`src/rtl/countern_prog.sv`:
```
// countern_prog: programmable modulus/step counter with load, synchronous clear,
// wrap or saturate behaviour, and a carry output for cascading digit counters.
module countern_prog #(
  parameter int               WIDTH     = 8,
  parameter int               STEP_W    = 4,
  parameter logic [WIDTH-1:0] RESET_VAL = '0
) (
  input  logic              clk,
  input  logic              rst_n,
  input  logic              clr,
  input  logic              load,
  input  logic [WIDTH-1:0]  load_val,
  input  logic              en,
  input  logic              count_up,
  input  logic              sat_mode,
  input  logic [WIDTH-1:0]  limit,
  input  logic [STEP_W-1:0] step,
  output logic [WIDTH-1:0]  counter,
  output logic              count_end,
  output logic              carry_out,
  output logic              wrapped
);

  // One extra bit over the wider operand so limit+1 and counter+step never overflow.
  localparam int AW = ((STEP_W > WIDTH) ? STEP_W : WIDTH) + 1;

  logic [WIDTH-1:0] counter_q, counter_d;
  logic             wrapped_q, wrapped_d;

  logic [AW-1:0] cnt_x, lim_x, mod_x, step_x, s_x, sum_x, next_x;
  logic          step_zero, out_of_range, up_cross, down_cross, count_end_c, carry_c;

  // Widen operands, clamp the step to the modulus and detect bound crossings.
  always_comb begin
    cnt_x        = AW'(counter_q);
    lim_x        = AW'(limit);
    mod_x        = lim_x + AW'(1);
    step_x       = AW'(step);
    s_x          = (step_x > mod_x) ? mod_x : step_x;
    sum_x        = cnt_x + s_x;
    step_zero    = (step == '0);
    out_of_range = (cnt_x > lim_x);
    up_cross     = (sum_x > lim_x);
    down_cross   = (cnt_x < s_x);
    // A zero step never moves the counter, so it never reports an end.
    count_end_c  = !step_zero && (out_of_range || (count_up ? up_cross : down_cross));
    carry_c      = en && count_end_c && !sat_mode && !clr && !load;
  end

  // Value the counter would take if an enabled step happened this cycle.
  always_comb begin
    next_x = cnt_x;
    if (step_zero) begin
      next_x = cnt_x;
    end else if (out_of_range) begin
      // An out-of-range value re-enters at the bound it would have crossed.
      next_x = count_up ? '0 : lim_x;
    end else if (count_up) begin
      if (!up_cross) next_x = sum_x;
      else           next_x = sat_mode ? lim_x : (sum_x - mod_x);
    end else begin
      if (!down_cross) next_x = cnt_x - s_x;
      else             next_x = sat_mode ? '0 : (cnt_x + mod_x - s_x);
    end
  end

  // Apply the per-edge priority clr > load > en; wrapped only follows a wrapping step.
  always_comb begin
    counter_d = counter_q;
    if (clr)       counter_d = '0;
    else if (load) counter_d = load_val;
    else if (en)   counter_d = WIDTH'(next_x);
    wrapped_d = carry_c;
  end

  // State registers with asynchronous active-low reset.
  always_ff @(posedge clk or negedge rst_n) begin
    if (!rst_n) begin
      counter_q <= RESET_VAL;
      wrapped_q <= 1'b0;
    end else begin
      counter_q <= counter_d;
      wrapped_q <= wrapped_d;
    end
  end

  assign counter   = counter_q;
  assign wrapped   = wrapped_q;
  assign count_end = count_end_c;
  assign carry_out = carry_c;

endmodule

```
`config.mk`:
```
export PLATFORM = sky130hd
export DESIGN_NAME = countern_prog
export DESIGN_NICKNAME = d
export VERILOG_FILES = /design/src/rtl/countern_prog.sv
export SDC_FILE = /design/constraint.sdc
export NUM_CORES = 1
export LEC_CHECK = 0
export CORE_MARGIN = 1.5
export CORE_UTILIZATION = 50
export CTS_CLUSTER_DIAMETER = 60
export DETAILED_ROUTE_END_ITERATION = 8
export MAX_ROUTING_LAYER = met4
export PLACE_DENSITY = 0.73
export SLEW_MARGIN = 10
export SYNTH_ARGS = -nofsm -noshare
export SYNTH_HDL_FRONTEND = slang
export SYNTH_SLANG_ARGS = --single-unit
```
`constraint.sdc`:
```
create_clock -name clk -period 26.1 [get_ports clk]
set_clock_uncertainty 0.2 [all_clocks]
set_input_delay 6.525 -clock clk [delete_from_list [all_inputs] [get_ports clk]]
set_output_delay 6.525 -clock clk [all_outputs]
set_load 0.02 [all_outputs]
```
==> results.toml <==
[run_status]
outcome = "finished, final reports clean"

[cells_and_area]
area_of_the_multi_input_gates_mm2 = 0.00263
area_delta_synth_final_pct = 16.1
seqCellArea_um2 = 225
final_nets = 516
antennaDiodeCount = 0
post_route_cells_drive_above_1_share_pct = 5.59
filler_cell_count = 551

[synthesis]
yosys_register_bits = 9
synth_area_leader_cell = "ha_1"
count_of_unique_library_cells_instantiated_by_yosys = 64
dominantRegCellSynth = "dfrtp_1"
synth-seq-area-share_pct = 7.41
synth_edf_count = 0
ys_warn_count = 0
synth.cell_area_mm2 = 0.00304
ys_async_sr_fraction_pct = 100
post_synth.cell_area_avg_um2 = 7.79
synth_area_leaders = "ha_1 20%, dfrtp_1 7.4%, fa_1 6.6%"
post_synth_inst_count = 390
synth_top_cell_area_share_pct = 20.2

[route]
drcViolationCount = 0
drt_first_pass_iters = 4
detailedRoute.firstIterationViolations = 176
vias_per_cell = 6.09
detailroute.via_count = 3068
routedWlPerCell_um = 17.8
drt.antenna.violating_nets = 0
drt_wl_total_mm = 8.98

[power_and_ir_drop]
power_leakage_nw = 1.60
clockPowerShare_pct = 5.3
power-per-cell-area_mw_per_mm2 = 89.5
peakVddDrop_mv = 0.0407
power_switching_share_pct = 52.8
internal-power_mw = 0.149
p_switching_mw = 0.167
power.share.combinational_pct = 86.1
power.sequential.fraction_pct = 8.6

[worst_setup_path]
critical-path-max-stage-delay_ns = 0.62
critical_path.max_fanout = 14
reg2reg_start = "counter[0]$_DFFE_PN0P_"
endpoint_kind = "output port"
r2r_cells = 16
crit_path_frequent_cell = "ha_1"
setup.worst_path.class = "input port to output port"
critical_path_start_type = "input port"
timing.rr.end = "wrapped$_DFF_PN0_"
worst-r2r-setup-slack_ns = 21.57
cp_data_required_time_ns = 19.38
cp_data_arrival_time_ns = 13.64
slowest_stage = "clkdlybuf4s50_1"

[floorplanning]
placement_rows = 28
die-area_mm2 = 0.00656
start_util_pct = 51.6
placeableCoreArea_mm2 = 0.00589
floorplan.io_pins = 38
fp.dieH_um = 81.0
horizontal_die_dimension_um = 81.0

[sta]
slew_headroom_pct = 25.2
rsz_0062_raised_after_global_routing = "false"
worstMarginPinSlew_ns = 1.11
hold_viol_final = 0
finalMaxSlewViolations = 0
report.final.setup_viol = 0
hold_ws_ns = 0.493
setup-tns-final_ns = 0
fmax_ghz = 0.0491
crit_path_time_final_ns = 20.36
post-route-period-util_pct = 78.0

[clock_network]
cts-htree-levels = 1
cts.hold.buffers_added = 0
path_clk_slew_ns = 0.05
cts_buffer_depth = 2
post_cts.repair.setup_buffers = 0
cts.sinks = 9
cts_made_buffers = 3
postCtsResizedCells = 0
cts_tree = "yes"
cts_root_buffer = "clkbuf_8"
worst_skew_pair.late_latency_ns = 0.24

[global_route]
gr-usage-all-layers_pct = 29.5
grt_antenna_before_repair = 0
grt_overflow = 0
grt_first_pass_wirelength_mm = 14.4
first_global_vias = 3010
grt_max_degree = 20

[min_path]
whs_endpoint = "counter[6]$_DFFE_PN0P_"
worst_hold_path.num_cells = 2
kind_of_path_behind_the_tightest_hold_check = "flop to flop"
holdCritStartpoint = "counter[6]$_DFFE_PN0P_"

[placement]
hpwlAfterDp_mm = 7.55
port_buffers = 37
place_congestion = 0.981

[run]
max_cap_viol_count = 0
-- power groups by stage --
| stage | Sequential (mW) | Combinational, mW | Clock (mW) |
|---|---|---|---|
| after floorplan | 0.0278 | 0.203 | 0 |
| after CTS | 0.0268 | 0.268 | 0.0167 |
| after global placement | 0.0267 | 0.260 | 0 |
| final | 0.0272 | 0.272 | 0.0168 |
| after detailed placement | 0.0269 | 0.267 | 0 |
| after global routing | 0.0276 | 0.301 | 0.0181 |
-- stage by stage --
step | std cells | power (mW) | setup slack [ns] | cell area [um2] | utilization, %
after detailed placement | 499 | 0.294 | 5.86 | 3480 | 59.1
after floorplan | 399 | 0.231 | 7.62 | 3070 | -
final | 504 | 0.316 | 5.74 | 3530 | 60.0
after global routing | 504 | 0.346 | 5.20 | 3530 | 60.0
after CTS | 503 | 0.312 | 5.84 | 3520 | 59.8
after global placement | 499 | 0.287 | 6.10 | 3480 | 59.1
-- kinds of logic (layout without fill, tap and decap cells) --
logic type | Yosys count | count (layout) | share of synthesized area [%]
DFF | 9 | 9 | 7.41
and+or+nand+nor | 116 | 116 | 20.1
xor gates and xnor gates | 28 | 28 | 8.32
adders and majority gates | 62 | 62 | 27.8
buffers and inverters | 54 | 84 | 7.29
muxes | 9 | 9 | 3.05
AOI/OAI and AO/OA | 110 | 110 | 25.8
other | 2 | 11 | 0.247
-- routing by layer --
| metal | track usage [%] | part of all wire, % | vias up |
|---|---|---|---|
| li1 | - | - | 1474 |
| met1 | 35.6 | 43 | 1466 |
| met2 | 49.6 | 47 | 99 |
| met3 | 2.58 | 5.6 | 29 |
| met4 | 13.6 | 4.5 | 0 |
| met5 | - | 0 | - |
-- Yosys cell counts, types with 4 or more instances --
master	count
xor2_1	9
and3_1	4
ha_1	49
xnor2_1	18
inv_1	39
nand2b_1	4
a21o_1	11
o21a_1	4
clkbuf_1	8
nor2b_1	4
dfrtp_1	9
nor2_1	28
fa_1	10
mux2i_1	7
or3_1	5
a21oi_1	28
nor3_1	7
and2_1	6
nand3_1	9
nand2_1	26
a311oi_1	4
a211oi_1	6
o31ai_1	6
o21ai_0	20
o211ai_1	4
-- critical path: cells and delay by family --
family                   cells  cell delay, ns
AO/OA/AOI/OAI               10            2.00
AND/OR/NAND/NOR              6            1.03
XOR/XNOR                     1            0.25
buffers and inverters        4            1.32
adder cells (fa/ha/maj)      7            2.50
-- placed cells by master (no fill, tap or decap), types with 7 or more instances in the layout --
cell type        synthesis  layout
xor2_1                   9       9
clkdlybuf4s50_1          0      37
nor3_1                   7       7
dfrtp_1                  9       9
o21ai_0                 20      20
a21oi_1                 28      28
fa_1                    10      10
mux2i_1                  7       7
a21o_1                  11      11
nand2_1                 26      26
nor2_1                  28      28
ha_1                    49      49
nand3_1                  9       9
inv_1                   39      39
xnor2_1                 18      18
conb_1                   2      11
-- how the worst max path moves through the flow --
| stage | slack, ns | startpoint | to |
|---|---|---|---|
| after global placement | 6.10 | limit[0] | carry_out |
| after floorplan | 7.62 | limit[0] | carry_out |
| after global routing | 5.20 | limit[0] | carry_out |
| final | 5.74 | limit[0] | carry_out |
| after CTS | 5.84 | limit[0] | carry_out |
| after detailed placement | 5.86 | limit[0] | carry_out |
-- cell type report --
| cell class | count | share of cell area [%] |
|---|---|---|
| Multi-Input combinational cell | 336 | 74.4 |
| Timing Repair Buffer | 39 | 10.9 |
| Sequential cell | 9 | 6.38 |
| Inverter | 41 | 4.36 |
| Tap cell | 75 | 2.66 |
| Clock buffer | 4 | 1.28 |
-- state kept, by name, summed over array words and instances, names as in the netlist --
register,cells
wrapped,1
counter,8
Note: power is estimated with default switching activity, not from simulation.
